$ cat src/rtl/dmem_arbiter.sv
// dmem_arbiter: shares one data-memory port between the core (C) and an
// external master (E), one transaction at a time over a req/ack handshake.
// Ports: clk, reset (async active-low); c_* core requester; e_* external
// requester; mem_* memory side; err pulses on a memory timeout abort.
// Build option: define DMEM_ARB_FIXED_PRIO_EN so the core always wins ties
// (round-robin between C and E otherwise).
module dmem_arbiter #(
    parameter int AW      = 32,
    parameter int DW      = 32,
    parameter int TIMEOUT = 255
) (
    input  logic          clk,
    input  logic          reset,
    input  logic          c_req,
    input  logic          c_we,
    input  logic [AW-1:0] c_addr,
    input  logic [DW-1:0] c_wdata,
    input  logic [3:0]    c_be,
    output logic [DW-1:0] c_rdata,
    output logic          c_done,
    output logic          c_stall,
    input  logic          e_req,
    input  logic          e_we,
    input  logic [AW-1:0] e_addr,
    input  logic [DW-1:0] e_wdata,
    input  logic [3:0]    e_be,
    output logic [DW-1:0] e_rdata,
    output logic          e_done,
    output logic          mem_req,
    output logic          mem_we,
    output logic [AW-1:0] mem_addr,
    output logic [DW-1:0] mem_wdata,
    output logic [3:0]    mem_be,
    input  logic          mem_ack,
    input  logic [DW-1:0] mem_rdata,
    output logic          err
);

    typedef enum logic [1:0] {
        IDLE,
        BUSY_C,
        BUSY_E,
        DONE
    } state_t;

    localparam logic [7:0] TO_CNT = 8'(TIMEOUT);

    state_t     state;
    logic [7:0] cnt;
    logic [7:0] cnt_nxt;
    logic       expired;
    logic       owner_c;
    logic       grant_c;
    logic       grant_e;

`ifndef DMEM_ARB_FIXED_PRIO_EN
    // 1 when E owned the port most recently; reset value lets C win first
    logic       last_e;
`endif

    assign cnt_nxt = cnt + 8'd1;
    // cnt counts completed BUSY cycles, so this is the TIMEOUT-th one
    assign expired = (cnt_nxt == TO_CNT);
    assign owner_c = (state == BUSY_C);
    assign c_stall = c_req & ~c_done;

    always_comb begin
        grant_c = 1'b0;
        grant_e = 1'b0;
        if (c_req && e_req) begin
`ifdef DMEM_ARB_FIXED_PRIO_EN
            grant_c = 1'b1;
`else
            grant_c = last_e;
            grant_e = ~last_e;
`endif
        end else begin
            grant_c = c_req;
            grant_e = e_req;
        end
    end

    always_ff @(posedge clk or negedge reset) begin
        if (!reset) begin
            state     <= IDLE;
            cnt       <= 8'd0;
`ifndef DMEM_ARB_FIXED_PRIO_EN
            last_e    <= 1'b1;
`endif
            mem_req   <= 1'b0;
            mem_we    <= 1'b0;
            mem_addr  <= '0;
            mem_wdata <= '0;
            mem_be    <= 4'd0;
            c_rdata   <= '0;
            e_rdata   <= '0;
            c_done    <= 1'b0;
            e_done    <= 1'b0;
            err       <= 1'b0;
        end else begin
            c_done <= 1'b0;
            e_done <= 1'b0;
            err    <= 1'b0;
            unique case (state)
                IDLE: begin
                    if (grant_c) begin
                        mem_req   <= 1'b1;
                        mem_we    <= c_we;
                        mem_addr  <= c_addr;
                        mem_wdata <= c_wdata;
                        mem_be    <= c_be;
                        cnt       <= 8'd0;
`ifndef DMEM_ARB_FIXED_PRIO_EN
                        last_e    <= 1'b0;
`endif
                        state     <= BUSY_C;
                    end else if (grant_e) begin
                        mem_req   <= 1'b1;
                        mem_we    <= e_we;
                        mem_addr  <= e_addr;
                        mem_wdata <= e_wdata;
                        mem_be    <= e_be;
                        cnt       <= 8'd0;
`ifndef DMEM_ARB_FIXED_PRIO_EN
                        last_e    <= 1'b1;
`endif
                        state     <= BUSY_E;
                    end
                end
                BUSY_C, BUSY_E: begin
                    cnt <= cnt_nxt;
                    // an ack on the expiry cycle still counts as success
                    if (mem_ack) begin
                        mem_req <= 1'b0;
                        state   <= DONE;
                        if (owner_c) begin
                            c_done <= 1'b1;
                            if (!mem_we) c_rdata <= mem_rdata;
                        end else begin
                            e_done <= 1'b1;
                            if (!mem_we) e_rdata <= mem_rdata;
                        end
                    end else if (expired) begin
                        mem_req <= 1'b0;
                        err     <= 1'b1;
                        state   <= DONE;
                        if (owner_c) begin
                            c_done  <= 1'b1;
                            c_rdata <= '0;
                        end else begin
                            e_done  <= 1'b1;
                            e_rdata <= '0;
                        end
                    end
                end
                DONE: begin
                    state <= IDLE;
                end
                default: begin
                    state <= IDLE;
                end
            endcase
        end
    end

endmodule

$ cat config.mk
export PLATFORM = sky130hd
export DESIGN_NAME = dmem_arbiter
export DESIGN_NICKNAME = d
export VERILOG_FILES = /design/src/rtl/dmem_arbiter.sv
export SDC_FILE = /design/constraint.sdc
export NUM_CORES = 1
export LEC_CHECK = 0
export BUFFER_PORTS_ARGS = -buffer_cell sky130_fd_sc_hd__clkbuf_2
export CORE_MARGIN = 4
export CORE_UTILIZATION = 45
export DETAILED_ROUTE_END_ITERATION = 8
export PLACE_DENSITY = 0.77
export SETUP_SLACK_MARGIN = 0.02
export SLEW_MARGIN = 5
export SYNTH_ARGS = -nofsm -noshare
export SYNTH_HDL_FRONTEND = slang
export SYNTH_SLANG_ARGS = --single-unit
$ cat constraint.sdc
create_clock -name clk -period 3.3 [get_ports clk]
set_input_delay 0 -clock clk [delete_from_list [all_inputs] [get_ports clk]]
set_output_delay 0 -clock clk [all_outputs]
set_load 0.01 [all_outputs]
==> run metrics, run 1 <==
status complete, no violations; Antenna Cells 0; RD Place Congestion 0.833; Initial Utilization 0.457; WL final 23,300 um; crit path kind register to register; commonest cells in the netlist 147 x dfrtp_1, 80 x o21ai_0, 79 x nand2_1, 71 x mux2i_1, 63 x a22o_1; crit path time final 2.64 ns; die height 127 um; worst reg2reg path depth 6; aggregate global routing overflow 0; IO buf count 312; startpoint class of the critical path register; YS warnings 0; violation count after the first detailed-route iteration 391; synthesized area 0.00632 mm^2; hold_sp e_addr[3]; Worst R2R Start last_e; Crit path max-delay family buffers and inverters; Clock transition at path regs 0.06 ns; fin nets 1,186; crit path buf inv count 2; VDD IR max 0.510 mV; Core Rows 43; Largest stage delay, worst path 0.56 ns; dpl ws 1.04 ns; Routed WL per cell 19.5 um; Synth-to-Final Area Change 63.5%; Leak 5.51 nW; vias in the first global route 6,822; cts hold-fix bufs 172; Tcrit/Tclk final 0.800; clock sink count 148; final setup vio count 0; fin. max-slew vios 0; Detail Route Antenna Nets 0; layout cells sized above 1 0.357; Hold Violations, Final 0; Synth Net Count 712; post-cts sizing count 0; first-pass GRT wire length 36,200 um; final worst setup slack 0.661 ns; worst hold path endpoint mem_addr[3]; Worst Setup End Kind register; R2R setup slack 0.66 ns; TritonCTS Buffers 17; Clock Tree Root clkbuf_16; largest net degree at the start of global routing 140; count of state elements after synthesis 148; async set or reset register ratio after synthesis 1.00; Core Area 0.0138 mm^2; WP data arrival 2.92 ns; count leader, synth dfrtp_1; setup TNS 0 ns; WHS Path Cells 3; reg-to-reg endpoint mem_wdata[14]; CTS tree done; vias per inst 5.29; dominant cell type by area after synthesis dfrtp_1; filler instances 856; max_slew headroom 0.324; initial antenna violation count 0; worst hold path type primary input to register; Post-synth top flop dfrtp_1; Critical Path RT 3.58 ns; Mapped Cells 532; setup bufs post-CTS 0; I/O pin count 313; Worst Clk Skew 0.0104 ns; Max Root-Sink Buffers 2; GRT Overall Usage 0.288; Worst-Margin Slew 1.01 ns; die width 127 um; register area share after synthesis 0.586; Peak Freq 379 MHz; DRC 0; Slowest-stage cell, CP dlygate4sd3_1; Vias 6,339; Yosys top cell area share 0.582; die footprint 0.0160 mm^2; unrepaired setup endpoints after global routing no; hpwl dp 13,400 um; TritonRoute pass-1 iters 5; Area contributors post-synth dfrtp_1 58%, mux2i_1 11%, a22o_1 8.7%; total power divided by cell area 860 mW/mm^2; crit-path cells nand2b_1 -> nand2_4 -> buf_4 -> mux2i_1 -> dlygate4sd3_1 -> o21ai_0; worst skew pair latency 0.41 ns; Max-Cap Viols 0; synth unique cells 38; EDFF count, synth 0; H-tree depth 4; worst-path maximum fanout 41; synthesized area per cell 11.9 um^2
-- final cells by class --
| type | count | area (um^2) | share of cell area |
|---|---|---|---|
| clock buffer | 17 | 425 | 0.0412 |
| clock inverter | 14 | 176 | 0.0171 |
| inverter | 5 | 18.8 | 0.00182 |
| multi-input combinational | 343 | 2420 | 0.234 |
| sequential | 148 | 3700 | 0.359 |
| tap | 180 | 225 | 0.0218 |
| timing repair buffer | 491 | 3370 | 0.326 |
-- logic make-up after synthesis --
| family | count (synthesis) | synth area share |
|---|---|---|
| mux | 72 | 0.114 |
| simple gates | 106 | 0.0758 |
| xor+xnor | 4 | 0.00673 |
| buf+inv | 41 | 0.0354 |
| fa+ha+maj | 5 | 0.00990 |
| compound gates | 156 | 0.172 |
| flops | 148 | 0.586 |
-- placed cells by master, fill, tap and decap left out, drive strengths merged --
cell and count:
nor2 6, clkbuf 328, nand2b 2, o21ai 80, a21oi 2, dfstp 1
nand3 5, a21o 2, bufinv 3, nand2 79, nor3 3, inv 9
o31ai 1, and3 3, o21a 1, dlygate4sd3 172, o2bb2ai 1, mux2 1
dfrtp 147, nor4 3, a41oi 1, mux2i 71, clkinvlp 2, a22o 65
nor2b 1, clkinv 5, a31o 1, xnor2 4, buf 8, nor3b 3
or3b 1, ha 5, a31oi 2
-- metal layers --
layer | global-route usage | part of all wire | vias up
met2 | 0.521 | 0.53 | 306
li1 | - | - | 2860
met1 | 0.317 | 0.36 | 3087
met3 | 0.0661 | 0.060 | 86
met5 | 0 | 0 | -
met4 | 0.143 | 0.051 | 0
-- worst min-delay path: stages --
cell and delay (ns):
clkbuf_2 0.08, mux2i_1 0.10, o21ai_0 0.21
-- flip-flops by register name, indices dropped and copies added (netlist names) --
| register | count |
|---|---|
| mem_we | 1 |
| e_rdata | 32 |
| mem_req | 1 |
| cnt | 8 |
| mem_wdata | 32 |
| mem_addr | 32 |
| state | 2 |
| last_e | 1 |
| mem_be | 4 |
| c_rdata | 32 |
| e_done | 1 |
| err | 1 |
| c_done | 1 |
-- report_power, final --
part / switching (mW) / leakage (nW) / internal, mW
clock network: 0.789 / 0.290 / 1.20
registers: 0.549 / 1.86 / 2.65
logic: 2.08 / 3.36 / 1.62
-- per-stage QoR --
step	power [mW]	hold slack [ns]	cells	util	cell area, um^2
floorplan	5.05	-0.296	532	-	6320
global placement	6.35	0.150	995	0.579	8010
detailed placement	6.48	0.148	995	0.579	8010
CTS	8.74	0.0281	1198	0.747	10300
global route	9.37	0.0300	1198	0.747	10300
finish	8.89	0.0269	1198	0.747	10300
-- worst max-delay path by stage --
stage / cells after the start / to / slack (ns) / from
after global routing: 6 / mem_be[1] / 0.60 / last_e
after global placement: 5 / c_rdata[28] / 1.07 / cnt[0]
after detailed placement: 6 / e_rdata[19] / 1.04 / state[0]
final: 6 / mem_wdata[14] / 0.66 / last_e
after CTS: 6 / mem_addr[19] / 0.77 / last_e
after floorplan: 8 / e_rdata[10] / 1.51 / state[0]
No activity file was read; power rests on OpenSTA's default activity.
==> run 2: changes to the inputs <==
--- a/config.mk
+++ b/config.mk
@@ -5,11 +5,12 @@
 export SDC_FILE = /design/constraint.sdc
 export NUM_CORES = 1
 export LEC_CHECK = 0
+export ABC_AREA = 1
 export BUFFER_PORTS_ARGS = -buffer_cell sky130_fd_sc_hd__clkbuf_2
 export CORE_MARGIN = 4
 export CORE_UTILIZATION = 45
 export DETAILED_ROUTE_END_ITERATION = 8
-export PLACE_DENSITY = 0.77
+export PLACE_DENSITY = 0.75
 export SETUP_SLACK_MARGIN = 0.02
 export SLEW_MARGIN = 5
 export SYNTH_ARGS = -nofsm -noshare
==> constraint.sdc (replaced) <==
create_clock -name clk -period 2.8 [get_ports clk]
set_input_delay 0 -clock clk [delete_from_list [all_inputs] [get_ports clk]]
set_output_delay 0 -clock clk [all_outputs]
set_load 0.01 [all_outputs]
==> run 2 against run 1 <==
Against the previous run:
- maximum frequency up 0.41%
- critical path depth increased by 3
- synthesized cell count grew 58%
- combinational power increased by 51%
- final cell count is 25% higher
- largest cell class unchanged
- largest power group unchanged
==> run metrics, run 2 <==
status complete, no violations; Max-Cap Viols 0 (unchanged); Synth Area in Compound Gates 0.117 (-0.0547); Design Area, Final 0.0109 mm^2 (+5.4%); worst-path maximum fanout 60 (+46%); Leak 5.90 nW (+7.2%); Mapped Cells 841 (+58%); Core Rows 44 (+2.3%); total power divided by cell area 1100 mW/mm^2 (+28%); Post-Place Cells 1,290 (+30%); die height 131 um (+3.7%); Synth-to-Final Area Change 59.4%; aggregate global routing overflow 0 (unchanged); Routed WL per cell 19.1 um (-2.0%); Tcrit/Tclk final 0.939 (+0.139); simple-gate portion of the synthesized area 0.262 (+0.186); die footprint 0.0172 mm^2 (+7.6%); mux contribution to synthesized area 0 (-0.114); largest family of logic cells by synthesized area simple AND/OR/NAND/NOR gates; Combinational Power Share 0.466 (+0.049); filler instances 969 (+13%); Yosys top cell area share 0.538 (-0.0439); Worst Setup End Kind register; clock network power share 0.221 (-0.002); max_slew headroom 0.417 (+0.0930); Crit path max-delay family buffers and inverters; Post-Synth Adder-Cell Area 0.00915 (-0.000747); area of the multi-input gates 0.00268 mm^2 (+11%); synthesized area 0.00684 mm^2 (+8.2%); H-tree depth 4 (unchanged); Switching Power 4.81 mW (+41%); Flop pwr share 0.313 (-0.047); first-pass GRT wire length 44,900 um (+24%); I/O pin count 313 (unchanged); Peak Freq 381 MHz (+0.41%); RD Place Congestion 0.823 (-1.2%); hpwl dp 15,800 um (+18%); Detail Route Antenna Nets 0 (unchanged); initial antenna violation count 2 (+2); crit path kind register to register; crit path buf inv count 5 (+3); Worst-Margin Slew 0.873 ns (-0.140 ns); YS warnings 0 (unchanged); Max Root-Sink Buffers 2 (unchanged); TritonRoute pass-1 iters 5 (unchanged); synth unique cells 27 (-29%); Critical Path RT 3.15 ns (-0.43 ns); final setup vio count 0 (unchanged); vias per inst 5.55 (+4.8%); GRT Overall Usage 0.323 (+0.0345); Slowest-stage cell, CP dlygate4sd3_1; Int Pwr 7.21 mW (+32%); startpoint class of the critical path register; CP most frequent cell inv_1; VDD IR max 0.638 mV (+25%); layout cells sized above 1 0.278 (-0.0785); hold slack 0.0924 ns (+0.0654 ns); async set or reset register ratio after synthesis 1.00 (unchanged); Area contributors post-synth dfrtp_1 54%, nand2_1 14%, o21ai_0 10%; worst skew pair latency 0.43 ns (+0.02 ns); Synth Net Count 1,021 (+43%); commonest cells in the netlist 260 x nand2_1, 147 x dfrtp_1, 143 x o21ai_0, 79 x nor2_1, 64 x nand4_1; CTS tree done; IO buf count 312 (unchanged); crit-path cells inv_1 -> ha_1 -> inv_1 -> a21oi_4 -> inv_2 -> buf_4 -> nand2_1 -> o21ai_0 -> dlygate4sd3_1; dominant cell type by area after synthesis dfrtp_1; count leader, synth nand2_1; crit path time final 2.63 ns (-0.0108 ns); WP data arrival 2.98 ns (+0.06 ns); violation count after the first detailed-route iteration 728 (+86%); Hold Violations, Final 0 (unchanged); Worst Clk Skew 0.00929 ns (-0.00110 ns); xor/xnor cell area share of the yosys netlist 0 (-0.00673); dpl ws 0.598 ns (-0.446 ns); unrepaired setup endpoints after global routing no; final worst setup slack 0.172 ns (-0.489 ns); DP Area 0.00850 mm^2 (+6.1%); count of state elements after synthesis 148 (unchanged); Vias 8,288 (+31%); Clock transition at path regs 0.07 ns (about the same); Largest stage delay, worst path 0.63 ns (+0.07 ns); clock sink count 148 (unchanged); leading cell type in the layout, fill and taps excluded clkbuf_2; DRC 0 (unchanged); EDFF count, synth 0 (unchanged); die width 131 um (+3.7%); TritonCTS Buffers 17 (unchanged); Core Area 0.0147 mm^2 (+6.3%); WL final 28,500 um (+22%); Initial Utilization 0.465 (+0.00795); Reg area 0.00370 mm^2 (unchanged); vias in the first global route 8,547 (+25%); Post-synth top flop dfrtp_1; register area share after synthesis 0.542 (-0.0442); setup TNS 0 ns (unchanged); utilization after layout 0.741 (-0.00604); commonest cells after routing, fill and taps aside 311 x clkbuf_2, 260 x nand2_1, 171 x dlygate4sd3_1; Non-Filler Instances 1,494 (+25%); synthesized area per cell 8.13 um^2 (-32%); switching share of power 0.400 (+0.0158); largest net degree at the start of global routing 87 (-38%); Clock Tree Root clkbuf_16; worst hold path type primary input to register; fin. max-slew vios 0 (unchanged); fin nets 1,476 (+24%); Pwr Total 12.0 mW (+35%)
-- run 2: cell count changes after synthesis, sizes merged, moves of 8 or more --
cell / previous run / this run
nand2: 79 / 261
nor2: 6 / 80
mux2i: 71 / 0
o21ai: 80 / 147
a22o: 65 / 0
nand4: 0 / 64
inv: 5 / 53
clkbuf: 12 / 47
buf: 24 / 11
nand3: 5 / 13
-- run 2: cell type report --
class	count	share of cell area
antenna	1	0.000230
clock buffer	21	0.0423
clock inverter	11	0.0204
inverter	54	0.0186
multi-input combinational	581	0.246
sequential	148	0.340
tap	184	0.0211
timing repair buffer	494	0.311
-- run 2: repair_timing --
action,in CTS,in global routing
hold buffers,171,0
gates resized for setup,0,1
setup buffers,0,0
endpoints found under the hold margin,218,0
setup endpoints to repair,0,2
-- run 2: worst paths after layout --
check / from / to / slack (ns) / cells past startpoint
hold reg to reg: c_rdata[0] / c_rdata[0] / 0.47 / 2
max in group asynchronous: reset / mem_wdata[24] / 1.70 / 3
min in group asynchronous: reset / c_rdata[6] / 0.20 / 2
hold / removal: e_addr[19] / mem_addr[19] / 0.09 / 3
setup / recovery: state[0] / mem_addr[3] / 0.17 / 9
setup reg to reg: state[0] / mem_addr[3] / 0.17 / 9
-- run 2: power by group through the flow --
stage	Clock [mW]	Combinational, mW	Sequential, mW
2_1_floorplan	0	2.01	4.07
3_3_place_gp	0	4.17	3.67
3_5_place_dp	0	4.26	3.70
4_1_cts	2.67	5.31	3.69
5_1_grt	2.78	6.03	3.85
6_report	2.66	5.60	3.76
-- run 2: routing by layer --
layer | up-vias | GRT usage | part of all wire
met5 | - | 0 | 0.00042
met4 | 2 | 0.193 | 0.062
met3 | 131 | 0.0944 | 0.099
met2 | 625 | 0.547 | 0.49
met1 | 3868 | 0.362 | 0.35
li1 | 3662 | - | -
-- run 2: cells by family after synthesis --
| kind of cell | Yosys count |
|---|---|
| compound gates | 157 |
| buf+inv | 112 |
| fa+ha+maj | 5 |
| flops | 148 |
| simple gates | 419 |
-- run 2: worst reg2reg max path, stage by stage, from the launching register on --
cell and delay, ns:
dfrtp_1 0.37, inv_1 0.08, ha_1 0.24, inv_1 0.11, a21oi_4 0.05, inv_2 0.17
buf_4 0.56, nand2_1 0.22, o21ai_0 0.15, dlygate4sd3_1 0.63
